### config.mk
export PLATFORM = sky130hd
export DESIGN_NAME = oscill_trig_capture
export DESIGN_NICKNAME = d
export VERILOG_FILES = /design/src/rtl/oscill_pkg.sv /design/src/rtl/oscill_edge_det.sv /design/src/rtl/oscill_trig_capture.sv
export SDC_FILE = /design/constraint.sdc
export NUM_CORES = 1
export LEC_CHECK = 0
export CAP_MARGIN = 20
export CORE_ASPECT_RATIO = 1.4
export CORE_MARGIN = 5
export CORE_UTILIZATION = 37
export DETAILED_ROUTE_END_ITERATION = 10
export PLACE_DENSITY_LB_ADDON = 0.08
export SETUP_SLACK_MARGIN = 0.3
export SLEW_MARGIN = 10
export SYNTH_ARGS = -nofsm -noshare
export SYNTH_HDL_FRONTEND = slang
export SYNTH_SLANG_ARGS = --single-unit
export TNS_END_PERCENT = 5
### constraint.sdc
create_clock -name clk -period 4.17 [get_ports clk]
set_input_delay 1.251 -clock clk [delete_from_list [all_inputs] [get_ports clk]]
set_output_delay 1.251 -clock clk [all_outputs]
set_load 0.02 [all_outputs]
### src/rtl/oscill_pkg.sv
// Shared definitions for the oscilloscope trigger/capture block:
// FSM encoding, trigger-mode codes and the edge-match rule.
package oscill_pkg;

  typedef enum logic [2:0] {
    ST_IDLE  = 3'd0,
    ST_PRE   = 3'd1,
    ST_ARMED = 3'd2,
    ST_POST  = 3'd3,
    ST_DONE  = 3'd4
  } state_e;

  localparam logic [1:0] TRIG_RISE = 2'b00;
  localparam logic [1:0] TRIG_FALL = 2'b01;
  localparam logic [1:0] TRIG_BOTH = 2'b10;
  localparam logic [1:0] TRIG_AUTO = 2'b11;

  // prev_lo/cur_lo mean "sample below the level"; auto never matches on an edge
  function automatic logic edge_match(input logic [1:0] mode, input logic prev_lo,
                                      input logic cur_lo);
    logic rise;
    logic fall;
    rise = prev_lo && !cur_lo;
    fall = !prev_lo && cur_lo;
    case (mode)
      TRIG_RISE: edge_match = rise;
      TRIG_FALL: edge_match = fall;
      TRIG_BOTH: edge_match = rise || fall;
      default:   edge_match = 1'b0;
    endcase
  endfunction

endpackage

### src/rtl/oscill_edge_det.sv
// Trigger-channel mux plus previous-sample tracking; raises hit_o for an
// accepted sample that forms the selected edge against the trigger level.
module oscill_edge_det
  import oscill_pkg::*;
#(
  parameter int DW = 8,
  parameter int CH = 2,
  parameter int CW = 3
) (
  input  logic             clk,
  input  logic             rst_n,
  input  logic             clr_i,
  input  logic             smp_vld_i,
  input  logic [CH*DW-1:0] din_i,
  input  logic [CW-1:0]    ch_i,
  input  logic [1:0]       mode_i,
  input  logic [DW-1:0]    level_i,
  output logic             hit_o
);

  logic [DW-1:0] cur;
  logic [DW-1:0] prev_q;
  logic          prev_vld_q;

  // Out-of-range channel selects fall back to channel 0
  always_comb begin
    cur = din_i[DW-1:0];
    for (int k = 1; k < CH; k++) begin
      cur = (int'(ch_i) == k) ? din_i[k*DW +: DW] : cur;
    end
    hit_o = smp_vld_i && prev_vld_q &&
            edge_match(mode_i, (prev_q < level_i), (cur < level_i));
  end

  // Previous accepted sample; the first sample after a clear has no predecessor
  always_ff @(posedge clk or negedge rst_n) begin
    if (!rst_n) begin
      prev_q     <= '0;
      prev_vld_q <= 1'b0;
    end else if (clr_i) begin
      prev_q     <= '0;
      prev_vld_q <= 1'b0;
    end else if (smp_vld_i) begin
      prev_q     <= cur;
      prev_vld_q <= 1'b1;
    end
  end

endmodule

### src/rtl/oscill_trig_capture.sv
// Circular-buffer capture controller: decimates the ADC stream, writes samples
// to RAM, and frames a record of pre_len pre-trigger and 2^AW-pre_len post samples.
module oscill_trig_capture
  import oscill_pkg::*;
#(
  parameter int DW = 8,
  parameter int CH = 2,
  parameter int AW = 10,
  parameter int CW = 3
) (
  input  logic             clk,
  input  logic             rst_n,
  input  logic             adc_vld_i,
  input  logic [CH*DW-1:0] adc_din_i,
  input  logic             arm_i,
  input  logic             force_i,
  input  logic [CW-1:0]    trig_ch_i,
  input  logic [1:0]       trig_mode_i,
  input  logic [DW-1:0]    trig_level_i,
  input  logic [AW-1:0]    pre_len_i,
  input  logic [7:0]       decim_i,
  output logic             wr_en_o,
  output logic [AW-1:0]    wr_addr_o,
  output logic [CH*DW-1:0] wr_data_o,
  output logic             busy_o,
  output logic             done_o,
  output logic [AW-1:0]    start_addr_o,
  output logic [AW-1:0]    trig_addr_o
);

  localparam logic [AW:0] DEPTH = {1'b1, {AW{1'b0}}};

  state_e           state_q;
  logic [CW-1:0]    ch_q;
  logic [1:0]       mode_q;
  logic [DW-1:0]    level_q;
  logic [AW-1:0]    pre_len_q;
  logic [7:0]       decim_q;
  logic [7:0]       dec_cnt_q, dec_cnt_d;
  logic [AW-1:0]    ptr_q, ptr_d;
  logic [AW:0]      cnt_q, cnt_d;
  logic             force_q;
  logic             wr_en_q;
  logic [AW-1:0]    wr_addr_q;
  logic [CH*DW-1:0] wr_data_q;
  logic             busy_q;
  logic             done_q;
  logic [AW-1:0]    start_q;
  logic [AW-1:0]    trig_q;

  logic             accept;
  logic             edge_hit;
  logic             trig_fire;
  logic [AW:0]      post_len;

  oscill_edge_det #(.DW(DW), .CH(CH), .CW(CW)) u_edge (
    .clk       (clk),
    .rst_n     (rst_n),
    .clr_i     (arm_i),
    .smp_vld_i (accept),
    .din_i     (adc_din_i),
    .ch_i      (ch_q),
    .mode_i    (mode_q),
    .level_i   (level_q),
    .hit_o     (edge_hit)
  );

  // Sample acceptance, trigger decision and counter increments
  always_comb begin
    dec_cnt_d = (dec_cnt_q == 8'd0) ? decim_q : dec_cnt_q - 8'd1;
    ptr_d     = ptr_q + AW'(1);
    cnt_d     = cnt_q + (AW+1)'(1);
    post_len  = DEPTH - {1'b0, pre_len_q};
    accept    = adc_vld_i && (dec_cnt_q == 8'd0) &&
                (state_q inside {ST_PRE, ST_ARMED, ST_POST});
    trig_fire = accept && (state_q == ST_ARMED) &&
                ((mode_q == TRIG_AUTO) || force_q || force_i || edge_hit);
  end

  // Capture FSM with registered RAM write port and status outputs
  always_ff @(posedge clk or negedge rst_n) begin
    if (!rst_n) begin
      state_q   <= ST_IDLE;
      ch_q      <= '0;
      mode_q    <= 2'b00;
      level_q   <= '0;
      pre_len_q <= '0;
      decim_q   <= 8'd0;
      dec_cnt_q <= 8'd0;
      ptr_q     <= '0;
      cnt_q     <= '0;
      force_q   <= 1'b0;
      wr_en_q   <= 1'b0;
      wr_addr_q <= '0;
      wr_data_q <= '0;
      busy_q    <= 1'b0;
      done_q    <= 1'b0;
      start_q   <= '0;
      trig_q    <= '0;
    end else begin
      wr_en_q <= 1'b0;
      if (adc_vld_i) dec_cnt_q <= dec_cnt_d;
      if (arm_i) begin
        ch_q      <= trig_ch_i;
        mode_q    <= trig_mode_i;
        level_q   <= trig_level_i;
        pre_len_q <= pre_len_i;
        decim_q   <= decim_i;
        dec_cnt_q <= 8'd0;
        ptr_q     <= '0;
        wr_addr_q <= '0;
        cnt_q     <= '0;
        force_q   <= 1'b0;
        done_q    <= 1'b0;
        busy_q    <= 1'b1;
        state_q   <= (pre_len_i == '0) ? ST_ARMED : ST_PRE;
      end else begin
        if (accept) begin
          wr_en_q   <= 1'b1;
          wr_data_q <= adc_din_i;
          wr_addr_q <= ptr_q;
          ptr_q     <= ptr_d;
        end
        case (state_q)
          ST_PRE: begin
            if (force_i) force_q <= 1'b1;
            if (accept) begin
              if (cnt_d == {1'b0, pre_len_q}) begin
                cnt_q   <= '0;
                state_q <= ST_ARMED;
              end else begin
                cnt_q <= cnt_d;
              end
            end
          end
          ST_ARMED: begin
            if (force_i) force_q <= 1'b1;
            if (trig_fire) begin
              trig_q  <= ptr_q;
              start_q <= ptr_q - pre_len_q;
              cnt_q   <= (AW+1)'(1);
              // A one-sample post window completes on the trigger sample itself
              if (post_len == (AW+1)'(1)) begin
                state_q <= ST_DONE;
                done_q  <= 1'b1;
                busy_q  <= 1'b0;
              end else begin
                state_q <= ST_POST;
              end
            end
          end
          ST_POST: begin
            if (accept) begin
              if (cnt_d == post_len) begin
                state_q <= ST_DONE;
                done_q  <= 1'b1;
                busy_q  <= 1'b0;
              end else begin
                cnt_q <= cnt_d;
              end
            end
          end
          default: begin
          end
        endcase
      end
    end
  end

  assign wr_en_o      = wr_en_q;
  assign wr_addr_o    = wr_addr_q;
  assign wr_data_o    = wr_data_q;
  assign busy_o       = busy_q;
  assign done_o       = done_q;
  assign start_addr_o = start_q;
  assign trig_addr_o  = trig_q;

endmodule

==> impl_metrics.csv, run 1 <==
group,metric,value,unit
clock_network,root_buffer,"clkbuf_16",
power_and_ir_drop,ir_drop,0.0002621,V
power_and_ir_drop,leakagePower,3.862,nW
routing,finalWirelength,18.56,mm
final_layout,nFillCells,1727,
outcome,status,"finished, final reports clean",
critical_path,worstSetupStartpointType,"input port",
yosys,synthFlopType,"dfrtp_1",
final_layout,final_nets,909,
sta,drv_slew,0,
place,placed_area,8327,um^2
final_layout,syn_to_final_growth,30.51,%
yosys,synthSimpleGateAreaFrac,17.21,%
yosys,postSynthCellCount,715,
final_layout,stdcell_area,9051,um^2
final_layout,regArea,3053,um^2
clock_network,hold_buffers,0,
flow_run,maxCapViolations,0,
clock_network,clock_path_buffers,2,
clock_network,cts_made_buffers,17,
sta,slew_headroom,48.33,%
yosys,synth_enable_flop_cells,0,
sta,skew,0.009680,ns
critical_path,critPathCaptureType,"flip-flop",
yosys,synth_warnings,0,
critical_path,critPathKind,"in2reg",
routing,final_antenna_net_count,0,
sta,rsz0062_at_grt,"yes",
die,fp.dieH,172.0,um
clock_network,insertion_delay,0.41,ns
power_and_ir_drop,p_per_area,486.5,nW/um^2
die,rows,59,
die,die_width,125.7,um
yosys,synth_compound_area_share,14.34,%
sta,worst_pin_slew,0.7750,ns
final_layout,diodes,0,
critical_path,cp_max_fo,2,
routing,wl_per_cell,17.17,um
routing,drt_first_pass_iters,4,
die,initial_core_util,37.43,%
yosys,synthesis.area,6935,um^2
global_routing,grt_pass1_vias,5936,
clock_network,cts.sinks,122,
global_routing,antenna_found_initial,1,
yosys,synth_top_area_cell,"dfrtp_1",
sta,period_minus_slack,3.972,ns
yosys,synth-adder-area-share,5.881,%
yosys,synth_top_family_by_area,"simple AND/OR/NAND/NOR gates",
yosys,synthArstFlopShare,100.0,%
min_path,min_path_type,"reg2reg",
place,gp_congestion,0.9088,
routing,routed_via_density,5.188,
power_and_ir_drop,p_total,4.403,mW
sta,hold_viol,0,
die,num_io_pins,101,
yosys,synth_area_leaders,"dfrtp_1 44%, mux2_2 7.5%, ha_1 5.6%",
routing,initialDrtViolationCount,276,
critical_path,cp.required,4.46,ns
yosys,syn_nets,799,
clock_network,htree_levels,4,
global_routing,grt.overflow.total,0,
sta,setup_slack,0.1975,ns
global_routing,grt_usage,17.56,%
final_layout,fin_util,48.85,%
sta,fmax,0.2517,GHz
yosys,yosysSeqAreaShare,44.02,%
final_layout,drive_gt1_share,18.16,%
die,dieArea,21620,um^2
final_layout,multi_input_area,3781,um^2
yosys,postSynthAreaPerCell,9.700,um^2
global_routing,grt_start_max_net_pins,65,
global_routing,grt_pass1_wl,30.45,mm
routing,drc_errors,0,
place,io_buffer_count,100,
yosys,synthXorXnorAreaFrac,5.719,%
place,dpl.hpwl,13.78,mm
place,dp_slack,-0.4974,ns
die,core_area,18530,um^2
yosys,synth_top_area_share,44.02,%
yosys,synth-seq-cells,122,
yosys,yosysUniqueCellTypes,75,
sta,setup_violations,0,
clock_network,cts.clk_slew.worst_paths,0.06,ns
yosys,muxShareOfSynthArea,8.191,%
sta,min_period_over_period,95.26,%
routing,via_count,5608,
clock_network,cts_tree,"yes",
critical_path,worstPathArrival,4.26,ns
[per-layer routing]
metal | wire [um] | vias up | track usage [%]
met4 | 739 | 2 | 9.245
met3 | 858 | 39 | 4.697
met5 | 13 | - | 0
met2 | 9601 | 131 | 30.60
li1 | - | 2743 | -
met1 | 7348 | 2693 | 19.72
[cells by family after synthesis]
| kind of cell | after synthesis |
|---|---|
| buffers and inverters | 73 |
| xor gates and xnor gates | 39 |
| adders and majority gates | 32 |
| DFF | 122 |
| and+or+nand+nor | 239 |
| muxes | 51 |
| AOI/OAI and AO/OA | 159 |
[state kept, by name (all words and copies together) (netlist names)]
register	flops
start_addr_o	10
ptr_q	10
ch_q	3
done_o	1
trig_addr_o	10
decim_q	8
dec_cnt_q	8
level_q	8
state_q	3
wr_en_o	1
u_edge.prev_q	8
cnt_q	11
pre_len_q	10
wr_addr_o	10
mode_q	2
wr_data_o	16
busy_o	1
force_q	1
u_edge.prev_vld_q	1
[cell usage after synthesis (4+ instances only)]
cell type,count
a211oi_1,6
a21o_1,11
a21oi_1,42
a22oi_1,4
a31oi_1,5
and3_1,5
buf_2,8
buf_4,4
clkbuf_1,18
dfrtp_1,122
ha_1,31
inv_1,37
mux2_2,46
mux2i_1,5
nand2_1,101
nand2b_1,10
nand3_1,11
nand4_1,10
nor2_1,42
nor2b_1,7
nor3_1,11
nor4_1,6
o21ai_0,49
o22ai_1,5
xnor2_1,17
xnor3_1,4
xor2_1,18
[cell usage in the layout (no fill, tap or decap), types with 4 or more instances in the layout]
cell	n
ha_1	23
nand2b_1	10
and3_1	5
mux2_2	39
buf_4	24
ha_4	7
clkdlybuf4s50_1	82
a21o_1	11
nor2b_1	5
nor3_1	10
clkinvlp_4	5
a21oi_1	38
xor2_1	18
a211oi_1	5
xnor2_1	17
a31oi_1	5
nand3_1	11
mux2i_1	5
clkbuf_16	17
dlygate4sd2_1	9
dfrtp_1	122
nor4_1	5
o22ai_1	5
nor2_1	41
o21ai_0	47
mux2_4	7
buf_2	4
nand2_1	101
a22oi_1	4
inv_1	37
nand4_1	10
xnor3_1	4
[stage by stage]
stage	cells	setup TNS, ns	hold slack (ns)
finish	1081	0	0.4763
global route	1081	0	0.5046
CTS	1080	0	0.4811
detailed placement	1045	-10.40	0.4676
global placement	1045	-9.961	0.4622
floorplan	715	0	0.4702
[critical path, cell delays in order]
cell and delay [ns]:
buf_6 0.09, mux2_4 0.28, ha_4 0.28, a21oi_4 0.05
nor2b_4 0.11, o21ai_2 0.06, a21o_1 0.20, buf_4 0.13
a21o_1 0.15, ha_2 0.17, a21oi_2 0.14, nor2b_2 0.06
a2111oi_4 0.35, nor4_2 0.08, a211oi_2 0.19, buf_4 0.16
a21oi_2 0.03, a21boi_2 0.17, a221o_1 0.30
[path summary, 6_finish.rpt]
kind | startpoint | to | slack (ns) | cells past startpoint
min in group asynchronous | rst_n | level_q[6] | 0.91 | 1
worst max-delay path | adc_din_i[1] | state_q[1] | 0.20 | 19
worst min-delay path | start_addr_o[3] | start_addr_o[3] | 0.48 | 2
worst max register to register | ch_q[2] | state_q[1] | 0.29 | 20
max in group asynchronous | rst_n | cnt_q[2] | 2.40 | 2
worst min register to register | start_addr_o[3] | start_addr_o[3] | 0.48 | 2
[cell type report]
cell class / count / area share (%)
timing repair buffer: 127 / 13.41
clock buffer: 18 / 4.852
sequential: 122 / 33.73
multi-input combinational: 520 / 41.77
inverter: 37 / 1.534
tap: 244 / 3.373
clock inverter: 13 / 1.327
[what timing repair did]
action	CTS	global route
resized for setup	56	4
endpoints found under the hold margin	0	0
setup endpoints to repair	34	34
pin swaps	17	7
buffers inserted	4	1
[power breakdown]
part           switching (mW)  internal, mW  total [mW]
Clock                   0.555         0.835        1.39
Combinational           0.754         0.687        1.44
Sequential              0.181          1.39        1.57
Total                    1.49          2.91        4.40
(Power assumes the default switching activity.)
==> run 2, diff against run 1 <==
- CTS_CLUSTER_SIZE: unset -> 8
==> results of run 2 <==
The final DEF is identical to that of run 1; final timing and power are the same.
==> run 3, diff against run 2 <==
- CAP_MARGIN: 20 -> 10
==> results of run 3 <==
The final DEF is identical to that of run 1; final timing and power are the same.
